File: src/rtl/pipelined_sklansky_adder.sv
// Parametrised Sklansky parallel-prefix adder/subtractor with optional registers
// between prefix levels and valid/ready flow control that stalls the whole pipe.
module pipelined_sklansky_adder #(
  parameter int              WIDTH    = 16,
  parameter int              LOG2W    = $clog2(WIDTH),
  parameter logic [LOG2W:0]  REG_MASK = 'b01010
) (
  input  logic             clk,
  input  logic             rst_n,
  input  logic             in_valid,
  output logic             in_ready,
  input  logic [WIDTH-1:0] a,
  input  logic [WIDTH-1:0] b,
  input  logic             cin,
  input  logic             sub,
  output logic             out_valid,
  input  logic             out_ready,
  output logic [WIDTH-1:0] sum,
  output logic             cout,
  output logic             ovf,
  output logic             zero
);

  typedef struct packed {
    logic             vld;
    logic             c0;
    logic             am;
    logic             bm;
    logic [WIDTH-1:0] pb;
    logic [WIDTH-1:0] gg;
    logic [WIDTH-1:0] pp;
  } stage_t;

  logic advance;
  assign advance  = !out_valid || out_ready;
  assign in_ready = advance;

  genvar k, i;
  generate
    for (k = 0; k <= LOG2W; k++) begin : lvl
      stage_t d, q;

      if (k == 0) begin : gen_pg
        logic [WIDTH-1:0] be;
        assign be = sub ? ~b : b;
        always_comb begin
          d.vld = in_valid;
          d.c0  = sub | cin;
          d.am  = a[WIDTH-1];
          d.bm  = be[WIDTH-1];
          d.pb  = a ^ be;
          d.gg  = a & be;
          d.pp  = a ^ be;
        end
      end else begin : gen_pfx
        localparam int H = 1 << (k - 1);
        logic [WIDTH-1:0] g_n, p_n;
        for (i = 0; i < WIDTH; i++) begin : gen_bit
          if (((i / H) % 2) == 1) begin : gen_comb
            // partner is the top bit of the lower half of this 2H-wide block
            localparam int J = (i | (H - 1)) & ~H;
            assign g_n[i] = lvl[k-1].q.gg[i] | (lvl[k-1].q.pp[i] & lvl[k-1].q.gg[J]);
            assign p_n[i] = lvl[k-1].q.pp[i] & lvl[k-1].q.pp[J];
          end else begin : gen_pass
            assign g_n[i] = lvl[k-1].q.gg[i];
            assign p_n[i] = lvl[k-1].q.pp[i];
          end
        end
        always_comb begin
          d    = lvl[k-1].q;
          d.gg = g_n;
          d.pp = p_n;
        end
      end

      if (REG_MASK[k]) begin : gen_reg
        always_ff @(posedge clk or negedge rst_n)
          if (!rst_n)       q <= '0;
          else if (advance) q <= d;
      end else begin : gen_wire
        assign q = d;
      end
    end
  endgenerate

  stage_t           f;
  logic [WIDTH:0]   carry;
  logic [WIDTH-1:0] s_n;

  // c0 acts as the generate of a virtual bit below bit 0
  assign f     = lvl[LOG2W].q;
  assign carry = {f.gg | (f.pp & {WIDTH{f.c0}}), f.c0};
  assign s_n   = f.pb ^ carry[WIDTH-1:0];

  always_ff @(posedge clk or negedge rst_n)
    if (!rst_n) begin
      out_valid <= 1'b0;
      sum       <= '0;
      cout      <= 1'b0;
      ovf       <= 1'b0;
      zero      <= 1'b0;
    end else if (advance) begin
      out_valid <= f.vld;
      sum       <= s_n;
      cout      <= carry[WIDTH];
      ovf       <= (f.am == f.bm) && (s_n[WIDTH-1] != f.am);
      zero      <= (s_n == '0);
    end

endmodule

File: config.mk
export PLATFORM = sky130hd
export DESIGN_NAME = pipelined_sklansky_adder
export DESIGN_NICKNAME = d
export VERILOG_FILES = /design/src/rtl/pipelined_sklansky_adder.sv
export SDC_FILE = /design/constraint.sdc
export NUM_CORES = 1
export LEC_CHECK = 0
export ABC_AREA = 1
export CORE_ASPECT_RATIO = 1.25
export CORE_UTILIZATION = 40
export DETAILED_ROUTE_END_ITERATION = 16
export SYNTH_ARGS = -nofsm -noshare
export SYNTH_HDL_FRONTEND = slang
export SYNTH_SLANG_ARGS = --single-unit
File: constraint.sdc
create_clock -name clk -period 1.7 [get_ports clk]
set_clock_uncertainty 0.15 [all_clocks]
set_input_delay 0.17 -clock clk [delete_from_list [all_inputs] [get_ports clk]]
set_output_delay 0.17 -clock clk [all_outputs]
set_load 0.01 [all_outputs]
==> results by group <==
Outcome
  – Status: finished clean

Final layout
  – Number of diodes: 0
  – Fraction of layout cells with a size suffix above 1: about an eighth
  – Final nets: 740
  – Post-route design area: just under 0.007 mm2
  – Area delta synth->final: 33.20%

Floorplanning
  – Die height: 129.1 um
  – Die width: 103.7 um
  – Die area: between 0.01 and 0.015 mm2
  – Core area: roughly 0.013 mm2
  – I/O pin count: 59
  – Initial Utilization: between 40% and 50%
  – FP Rows: 46

Route
  – Wire length per cell: ~13 um
  – Total number of vias: 4225
  – Vias per cell: 4.879
  – DR DRC count: 0
  – DR iter-0 viols: about 140
  – Routed wire length: around 12000 um
  – ANT nets after route: 0
  – DR pass1 iterations: 4

Placement
  – Placed Area: approximately 0.006 mm2
  – Port bufs: just under 60
  – HPWL after detailed placement: just over 8000 um
  – Post-place setup slack: -0.1722 ns
  – RePlAce Congestion: 0.7897

Global routing
  – Largest net degree at the start of global routing: 38
  – Total track usage: between 10% and 20%
  – Initial antenna violation count: 0
  – Gr ovfl total: 0
  – Vias in the first global route: roughly 4300
  – First-pass GRT wire length: just over 20000 um

Yosys
  – Post-synth cell types: 23
  – Post-synthesis sequential area ratio: 55.18%
  – Yosys top cell by area: dfrtp_1
  – Syn Area/Cell: a little under 9 um2
  – Seq cells post-synth: 114
  – Synth warn: 0
  – Top cell type's share of synthesized area: between 50% and 60%
  – Synthesized net count: approximately 650
  – Post-Synthesis Cells: roughly 600
  – Synth top area cells: dfrtp_1, nand2_1, o21ai_0, ha_1, inv_1
  – Synthesized area: roughly 0.0052 mm2

Clock network
  – Clock Latency Late Sink: approximately 0.4 ns
  – H-Tree Level Count: 4
  – CTS tree: yes
  – Max Buffers Root-to-Sink: 2
  – Num CTS Buffers: 17
  – Clk sinks: approximately 110
  – Root buf cell: clkbuf_16
  – CTS clk-pin slew, worst paths: 0.05 ns

STA
  – Max Freq: approximately 0.61 GHz
  – Worst Tran Pin Value: approximately 0.5 ns
  – Final hold vios: 0
  – Count of pins over their slew limit: 0
  – Fin crit period: 1.646 ns
  – Setup-failing EPs final: 0
  – Final period util: a little over nine tenths
  – Hold Slack: between 0.1 and 0.15 ns
  – Slew headroom: around 66%
  – Setup WS post-layout: between 0.05 and 0.06 ns

Setup path
  – CP max stage delay: around 0.55 ns
  – Delay-heaviest family, CP: buffers and inverters
  – Critical Path End Type: output port
  – Critical Path AT: around 1.3 ns
  – Critical-path cell list: clkdlybuf4s50_1
  – CP bufs+invs: 1
  – Worst path slowest cell: clkdlybuf4s50_1
  – Crit path kind: reg2out
  – Critical path fanouts, max: 2
  – Worst setup SP type: register
  – Worst EP required: about 1.4 ns

Run
  – Max-cap violations: 0

Pwr
  – PwrDens: between 1500 and 2000 mW/mm2
  – Peak VDD IR: around 0.65 mV
  – P_leak: 0.003384 uW

Hold path
  – Worst min path class: in2async
[layout make-up]
class,count,area [um2]
Clock buffer,22,484.2
Clock inverter,10,177.7
Fill cell,1198,5776
Inverter,58,217.7
Multi-Input combinational cell,400,2004
Sequential cell,114,2854
Tap cell,168,210.2
Timing Repair Buffer,94,938.4
[timing repair]
action	CTS	global route
endpoints found under the setup margin	3	4
pin swaps	1	3
setup buffers	0	1
resized for setup	5	9
endpoints found under the hold margin	73	0
hold buffers	1	0
cloned	0	0
[sequential cells by signal (all words and copies together) (netlist names)]
register	flops
cout	1
out_valid	1
sum	16
lvl.q	59
ovf	1
f	34
carry	1
zero	1
[report_power, final]
part           total [uW]  switching (uW)  internal (uW)
combinational        3470            1930           1540
clock                3940            1200           2740
sequential           4140             539           3610
[cells by family after synthesis]
logic type | share of synthesized area [%]
AO/OA/AOI/OAI | 11.23
XOR/XNOR | 2.710
flip-flops | 55.18
adder cells (fa/ha/maj) | 4.114
buffers and inverters | 6.776
AND/OR/NAND/NOR | 19.99
[stage by stage]
stage / utilization [%] / cells / TNS, ns / total power, uW
6_report: 54.39 / 866 / 0 / 11560
5_1_grt: 54.39 / 866 / -0.005607 / 12340
4_1_cts: 54.11 / 865 / 0 / 11610
3_5_place_dp: 48.77 / 832 / -2.313 / 7588
3_3_place_gp: 48.77 / 832 / -1.266 / 7472
2_1_floorplan: - / 598 / 0 / 6067
[routing by layer]
metal  global-route usage, %  share of wire [%]
met1                   24.53                 47
met2                   31.98                 48
met3                   4.477                3.4
met4                   8.319                2.1
met5                       0                  0
[cell usage in the layout, fill, tap and decap left out, types with 2 or more instances in the layout]
master,n
nand3_2,2
a211oi_1,2
dfrtp_1,113
o21ai_0,65
clkinv_2,4
nor2_1,21
nand2_1,196
xor2_1,16
dlygate4sd2_1,2
a21oi_1,17
buf_12,7
nor2_2,5
inv_1,56
clkbuf_8,4
o21bai_1,2
nand2_2,3
a31oi_1,8
ha_1,17
o22ai_1,5
inv_2,2
clkbuf_16,17
clkdlybuf4s50_1,54
nand3_1,30
nand2_4,2
o221ai_1,5
buf_4,29
bufinv_16,5
[path summary, 6_finish.rpt]
check                              startpoint                        to  slack, ns  depth (start not counted)
min                                     rst_n         f[51]$_DFFE_PN0P_       0.12                          2
max                        sum[8]$_DFFE_PN0P_                    sum[8]       0.05                          1
min reg2reg                 f[51]$_DFFE_PN0P_     out_valid$_DFFE_PN0P_       0.30                          2
max reg2reg                 f[32]$_DFFE_PN0P_          zero$_DFFE_PN0P_       0.11                          8
max in group asynchronous               rst_n  lvl[3].q[11]$_DFFE_PN0P_       0.67                          3
min in group clk                     in_valid  lvl[1].q[51]$_DFFE_PN0P_       0.15                          3
[cell usage after synthesis]
master,count
nand3_1,31
a211oi_1,2
ha_1,17
nand3_2,1
buf_2,16
o21bai_1,2
o21ai_0,66
o22ai_1,5
a31oi_1,8
buf_6,1
a21oi_1,18
clkbuf_1,7
nor2_1,26
xor2_1,16
buf_4,2
inv_2,2
nand2_2,4
nand4_1,1
o21ai_1,1
nand2_1,197
inv_1,56
o221ai_1,5
dfrtp_1,114
No activity file was read; power rests on OpenSTA's default activity.
